**config.mk**
```make
export PLATFORM = sky130hd
export DESIGN_NAME = bus_source_arbiter
export DESIGN_NICKNAME = d
export VERILOG_FILES = /design/src/rtl/cpu_bus_pkg.sv /design/src/rtl/rr_pick.sv /design/src/rtl/bus_source_arbiter.sv
export SDC_FILE = /design/constraint.sdc
export NUM_CORES = 1
export LEC_CHECK = 0
export CAP_MARGIN = 20
export CORE_ASPECT_RATIO = 1.75
export CORE_UTILIZATION = 55
export DETAILED_ROUTE_END_ITERATION = 10
export PLACE_DENSITY = 0.84
export SYNTH_ARGS = -nofsm -noshare
export SYNTH_HDL_FRONTEND = slang
export SYNTH_SLANG_ARGS = --single-unit
```
**constraint.sdc**
```tcl
create_clock -name clk -period 5.95 [get_ports clk]
set_input_delay 1.19 -clock clk [delete_from_list [all_inputs] [get_ports clk]]
set_output_delay 1.19 -clock clk [all_outputs]
set_load 0.05 [all_outputs]
```
**src/rtl/cpu_bus_pkg.sv**
```systemverilog
// Shared bus definitions for the 19-bit CPU datapath: source count, select type
// and the source indices allocated by the datapath.
package cpu_bus_pkg;

  localparam int NUM_BUS_SRC = 16;
  localparam int BUS_SEL_W   = 4;

  typedef logic [BUS_SEL_W-1:0] bus_sel_t;

  localparam bus_sel_t SRC_PC  = 4'd0;
  localparam bus_sel_t SRC_ACC = 4'd1;
  localparam bus_sel_t SRC_IR  = 4'd2;
  localparam bus_sel_t SRC_MAR = 4'd3;
  localparam bus_sel_t SRC_MDR = 4'd4;
  localparam bus_sel_t SRC_SP  = 4'd5;
  localparam bus_sel_t SRC_ALU = 4'd6;
  localparam bus_sel_t SRC_IO  = 4'd7;

endpackage

```
**src/rtl/rr_pick.sv**
```systemverilog
// Combinational rotating priority pick: first set request after 'last',
// wrapping, ending at 'last' itself. last = N-1 gives plain lowest-index priority.
module rr_pick #(
  parameter int N = 16,
  parameter int W = 4
) (
  input  logic [N-1:0] req,
  input  logic [W-1:0] last,
  output logic [W-1:0] winner,
  output logic         found
);

  logic [2*N-1:0] dbl;
  int             idx;

  // Doubling the vector turns the wrap-around into a linear window
  // (last, last+N]; the lowest set bit inside that window wins.
  always_comb begin
    dbl   = {req, req};
    found = 1'b0;
    idx   = 0;
    for (int i = 2*N-1; i >= 0; i--) begin
      if (dbl[i] && (i > int'(last)) && (i <= int'(last) + N)) begin
        found = 1'b1;
        idx   = i;
      end
    end
    winner = (idx >= N) ? W'(idx - N) : W'(idx);
  end

endmodule

```
**src/rtl/bus_source_arbiter.sv**
```systemverilog
// Registered shared-bus source arbiter: fixed or round-robin priority, grant
// locking for multi-cycle transfers, per-cycle and sticky conflict flags.
module bus_source_arbiter
  import cpu_bus_pkg::*;
#(
  parameter int NUM_SRC     = NUM_BUS_SRC,
  parameter int SEL_W       = $clog2(NUM_SRC),
  parameter int DEFAULT_SEL = 0
) (
  input  logic               clk,
  input  logic               rst_n,
  input  logic [NUM_SRC-1:0] req,
  input  logic               rr_mode,
  input  logic               lock,
  input  logic               err_clr,
  output logic [SEL_W-1:0]   sel,
  output logic               sel_valid,
  output logic [NUM_SRC-1:0] grant,
  output logic               conflict,
  output logic               conflict_sticky
);

  logic [SEL_W-1:0]   last, last_n, sel_n, rr_last, winner;
  logic [NUM_SRC-1:0] grant_n;
  logic               valid_n, found, hold, conflict_n, sticky_n;

  assign rr_last = rr_mode ? last : SEL_W'(NUM_SRC - 1);

  rr_pick #(
    .N (NUM_SRC),
    .W (SEL_W)
  ) u_pick (
    .req    (req),
    .last   (rr_last),
    .winner (winner),
    .found  (found)
  );

  always_comb begin
    sel_n      = sel;
    valid_n    = sel_valid;
    grant_n    = grant;
    last_n     = last;
    // grant is one-hot at sel whenever valid, so this is req[sel] && sel_valid
    hold       = lock && (|(req & grant));
    conflict_n = |(req & (req - NUM_SRC'(1)));
    sticky_n   = conflict_n | (conflict_sticky & ~err_clr);
    if (hold) begin
      sel_n   = sel;
      valid_n = 1'b1;
      grant_n = grant;
    end else if (!found) begin
      sel_n   = SEL_W'(DEFAULT_SEL);
      valid_n = 1'b0;
      grant_n = '0;
    end else begin
      sel_n   = winner;
      valid_n = 1'b1;
      grant_n = NUM_SRC'(1) << winner;
      last_n  = winner;
    end
  end

  always_ff @(posedge clk) begin
    if (!rst_n) begin
      sel             <= SEL_W'(DEFAULT_SEL);
      sel_valid       <= 1'b0;
      grant           <= '0;
      conflict        <= 1'b0;
      conflict_sticky <= 1'b0;
      last            <= SEL_W'(NUM_SRC - 1);
    end else begin
      sel             <= sel_n;
      sel_valid       <= valid_n;
      grant           <= grant_n;
      conflict        <= conflict_n;
      conflict_sticky <= sticky_n;
      last            <= last_n;
    end
  end

endmodule

```
=== Yosys cells after proc, flatten, opt, wreduce, memory -nomap -nowiden ===
Cells that the tools add are included.

* Output and inout bits: 23
* Word-level logic and storage cells: 181
* Register bits: 27

* $add $sub $neg: 3
* Bitwise logic cells: 6
* Reduce and logical (&&, ||, !) cells: 50
* Magnitude comparators: 47
* Mux-type cells: 68
* Shift operators: 1

{| class="wikitable"
|+ Operator list
! operator !! number
|-
| 2-to-1 mux 32 bit || 30
|-
| less-or-equal comparator 6 x 32 -> 1 bit, first input constant || 16
|-
| less-or-equal comparator 5 x 32 -> 1 bit, first input constant || 8
|-
| less-or-equal comparator 4 x 32 -> 1 bit, first input constant || 4
|-
| less-or-equal comparator 3 x 32 -> 1 bit, first input constant || 2
|-
| logical AND 1 bit || 47
|-
| 2-to-1 mux 1 bit || 33
|-
| AND 16 bit || 2
|-
| greater-or-equal comparator 32 x 6 -> 1 bit, second input constant || 1
|-
| > comparator 4 bit, first input constant || 8
|-
| less-or-equal comparator 2 x 32 -> 1 bit, first input constant || 1
|-
| OR reduction 16 bit || 2
|-
| > comparator 3 x 4 -> 1 bit, first input constant || 4
|-
| 2-to-1 mux 16 bit || 1
|-
| left shift 1 x 4 -> 16 bit, first input constant || 1
|-
| subtractor 16 x 1 -> 16 bit, second input constant || 1
|-
| 2-to-1 mux 4 bit || 3
|-
| > comparator 2 x 4 -> 1 bit, first input constant || 2
|-
| adder 4 x 5 -> 6 bit, second input constant || 1
|-
| 2-to-1 mux 5 bit || 1
|-
| > comparator 1 x 4 -> 1 bit, first input constant || 1
|-
| subtractor 4 x 1 -> 4 bit, second input constant || 1
|-
| inverter 1 bit || 2
|-
| AND reduction 2 bit || 1
|-
| other kinds (2) || 2
|}

=== Longest topological paths before layout ===
* Depth after elaboration: 39
* Mapped depth: 10
* Gate-level depth less buffers: 7

=== Cells and area by module ===
A second synthesis with hierarchy kept.

* Cells, all modules: 312
* Area, all modules: 2334.7 µm²

{| class="wikitable"
|+ Modules (own cells, without submodules)
! module !! cells each !! instances !! area an instance (µm²) !! seq. area each (µm²)
|-
| bus_source_arbiter || 171 || 1 || 1496.4 || 540.5
|-
| rr_pick || 141 || 1 || 838.3 || 0.0
|}

=== Least setup slack after synthesis ===
No wires, ideal clock.

* Path type: input -> register
* Start: in rr_mode
* End: reg conflict_sticky
* Arrival time: 3.149 ns
* Setup time: 0.128 ns
* Path buffers: 1
* Cell stages on the path: 8
* Path slack: 2.672 ns
* Data required time: 5.822 ns
* Path through: or4b_1 -> buf_6 -> a21oi_4 -> o211ai_4 -> or4b_4 -> maj3_2 -> o31ai_2 -> a31oi_1

{| class="wikitable"
|+ RTL lines
! element !! line !! RTL
|-
| start, declared || bus_source_arbiter.sv:13 || <nowiki>input logic rr_mode,</nowiki>
|-
| end signal, assigned || bus_source_arbiter.sv:77 || <nowiki>conflict_sticky <= sticky_n;</nowiki>
|-
| end, declared || bus_source_arbiter.sv:20 || <nowiki>output logic conflict_sticky</nowiki>
|}

=== Worst setup path after layout ===
* Start: in rr_mode
* End: reg grant[12]

* Word-level cells in the longest chain between the ends: 39

{| class="wikitable"
|+ Ends and longest elaborated chain
! element !! line !! RTL
|-
| 2-to-1 mux 4 bit * || bus_source_arbiter.sv:27 || <nowiki>assign rr_last = rr_mode ? last : SEL_W'(NUM_SRC - 1);</nowiki>
|-
| adder 4 x 5 -> 6 bit || rr_pick.sv:23 || <nowiki>if (dbl[i] && (i > int'(last)) && (i <= int'(last) + N)) begin</nowiki>
|-
| less-or-equal comparator 6 x 32 -> 1 bit || rr_pick.sv:23 ||
|-
| logical AND 1 bit || rr_pick.sv:23 ||
|-
| 2-to-1 mux 5 bit || rr_pick.sv:23 ||
|-
| 2-to-1 mux 32 bit (30 in a row) || rr_pick.sv:23 ||
|-
| greater-or-equal comparator 32 x 6 -> 1 bit or subtractor 4 x 1 -> 4 bit (tied branches) || rr_pick.sv:28 || <nowiki>winner = (idx >= N) ? W'(idx - N) : W'(idx);</nowiki>
|-
| 2-to-1 mux 4 bit || rr_pick.sv:28 ||
|-
| left shift 1 x 4 -> 16 bit || bus_source_arbiter.sv:59 || <nowiki>grant_n = NUM_SRC'(1) << winner;</nowiki>
|-
| 2-to-1 mux 16 bit * || bus_source_arbiter.sv:52 || <nowiki>end else if (!found) begin</nowiki>
|-
| end signal, assigned || bus_source_arbiter.sv:75 || <nowiki>grant <= grant_n;</nowiki>
|-
| end, declared || bus_source_arbiter.sv:18 || <nowiki>output logic [NUM_SRC-1:0] grant,</nowiki>
|}

Mark *: on every way between the ends. The rest lies on a longest branch, timed or not.
A chain may end at the register's enable or synchronous reset.

==> impl_metrics.toml <==
[logic_synthesis]
netlist_area_um2 = 2260
synth_edf_count = 0
yosysSeqAreaShare_pct = 23.9
syn_avg_cell_area_um2 = 7.55
postSynthCellCount = 299
synth_flop_cell = "dfxtp_1"
yosys_register_bits = 27
async_flop_share_pct = 0
ys_warn_count = 0
synth.distinct_cells = 68
syn-num-nets = 320

[floorplanning]
die-area_um2 = 4370
die_w_um = 50.4
rows = 30
dieHeight_um = 86.7
coreArea_um2 = 3900
start_util_pct = 57.8
io_pins = 44

[power_and_ir_drop]
leakage_nw = 0.986
power_frac_clock_pct = 9.0
ir_drop_v = 0.000379
p_int_mw = 0.512
p_per_area_nw_per_um2 = 421
p_sw_share_pct = 54.7
p_comb_share_pct = 62.4
p_sw_mw = 0.619
total_power_mw = 1.13
seqPwrFrac_pct = 28.6

[critical_path]
cp_top_family = "compound AO/OA/AOI/OAI gates"
crit_path_cell_trace = "clkdlybuf4s50_1, or4b_1, nor2_2, o211ai_4, a211o_1, a211oi_2, nand3_1, o31ai_1"
slowest_delay_ns = 0.91
worstPathMaxFanout = 23
cp.buffers_inverters = 1
crit_required_ns = 6.12
crit_type = "in2reg"
arrival_ns = 4.44
startpoint_type = "input port"
worst_path_max_delay_cell = "clkdlybuf4s50_1"
crit_path_end_kind = "flip-flop"

[job]
cap_violations = 0

[route]
ant_nets = 0
dr.pass1.iters = 5
via_per_inst = 7.18
vias = 2662
drt_iter0_markers = 184
wl_per_cell_um = 22.7
drcViolationCount = 0
routed_wl_um = 8440

[cts]
clk_pin_slew_ns = 0.09
clkLatencyLatePin_ns = 0.27
cts.path.max_buffers = 2
hold_buffers = 0
post_cts_resized = 0
post-cts-setup-buffers = 0
cts_root_buf = "clkbuf_8"
cts_tree = "done"
htree_levels = 1
cts_buffers = 3
cts.sinks = 27

[status]
status = "complete, no violations"

[sta]
setup_viol = 0
tns_ns = 0
drv_slew = 0
max_slew.worst_pin.slew_ns = 0.816
period_minus_slack_ns = 4.27
fin_hold_ws_ns = 0.461
skew_ns = 0.00555
finalCritPeriodShare_pct = 71.8
hold_viol_final = 0
maxSlewHeadroom_pct = 45.5
max_freq_mhz = 234
rsz0062_at_grt = "false"

[global_route]
grt_use_total_pct = 40.9
grt_start_max_net_pins = 24
gr-usage-met3_pct = 5.44
grt_use_met2_pct = 73.7
grtUsageMet1_pct = 44.9
antenna_found_initial = 0
grt_overflow = 0
grt_first_pass_wirelength_um = 13400
grt_pass1_vias = 2608
grt_most_used_layer = "met2"

[layout]
n_antenna_cell = 0
area_delta_synth_final_pct = 19.1
drive_gt1_share_pct = 4.33
final_common_cell = "clkdlybuf4s50_1"
nets = 345
utilization_pct = 68.8
final_cell_mix = "clkdlybuf4s50_1 (43), nand2_1 (30), dfxtp_1 (27)"
final_cell_area_um2 = 2690

[placement]
place_congestion = 0.984
dpl_cell_area_um2 = 2640
placement.io_buffers = 43
dp_hpwl_um = 6390

[hold_path]
hold_class = "reg2reg"
==> sequential cells by signal, summed over array words and instances, names as in the netlist <==
register / flops
sel_valid: 1
conflict_sticky: 1
grant: 16
last: 4
sel: 4
conflict: 1
==> Yosys cell counts (5+ instances only) <==
master | number | share of area [%]
a211oi_1 | 5 | 1.7
a21oi_1 | 16 | 3.5
and2_1 | 6 | 1.7
and3_1 | 6 | 1.7
buf_2 | 9 | 2.0
clkbuf_1 | 13 | 2.2
dfxtp_1 | 27 | 24
inv_1 | 14 | 2.3
nand2_1 | 30 | 5.0
nand2b_1 | 9 | 2.5
nand3_1 | 10 | 2.2
nand4_1 | 5 | 1.4
nor2_1 | 21 | 3.5
nor3_1 | 6 | 1.3
o211ai_1 | 8 | 2.7
o21ai_0 | 14 | 3.1
o31ai_1 | 15 | 5.0
==> final cells by class <==
cell class	instances	area (um^2)
multi-input combinational	235	1560
tap	48	60.1
fill	349	1220
inverter	14	52.6
clock buffer	4	45.0
sequential	27	541
timing repair buffer	43	430
==> power groups by stage <==
stage               registers [mW]  clock network (mW)  logic, mW
floorplan                    0.384                   0      0.415
global placement             0.321                   0      0.678
detailed placement           0.323                   0      0.686
CTS                          0.319               0.101      0.694
global route                 0.329               0.107      0.751
finish                       0.323               0.102      0.706
==> per-layer routing <==
metal / share of wire (%) / wire length, um
met4: 4.6 / 385
met1: 36 / 3060
met5: 0 / 0
met2: 52 / 4430
met3: 6.6 / 559
==> cells by family (layout without fill, tap and decap cells) <==
group,Yosys count,count (layout),synth area share (%)
buf+inv,37,61,6.98
fa+ha+maj,4,4,1.83
simple gates,111,111,25.7
flops,27,27,23.9
compound gates,120,120,41.6
==> worst paths after layout <==
| kind | from | end | slack, ns | cells past startpoint |
|---|---|---|---|---|
| hold reg to reg | sel[2] | sel[2] | 0.46 | 2 |
| setup / recovery | rr_mode | grant[12] | 1.68 | 8 |
| setup reg to reg | last[2] | grant[12] | 2.75 | 7 |
| hold / removal | sel[2] | sel[2] | 0.46 | 2 |
==> per-stage QoR <==
step,std cells,setup slack (ns)
4_1_cts,371,1.71
3_3_place_gp,367,1.53
2_1_floorplan,299,2.67
3_5_place_dp,367,1.46
5_1_grt,371,1.48
6_report,371,1.68
==> worst register-to-register path: cells and delay by family (launching register included) <==
family             cells  cell delay (ns)
AOI/OAI and AO/OA      3             1.19
DFF                    1             0.86
and+or+nand+nor        4             1.05
(Power assumes the default switching activity.)
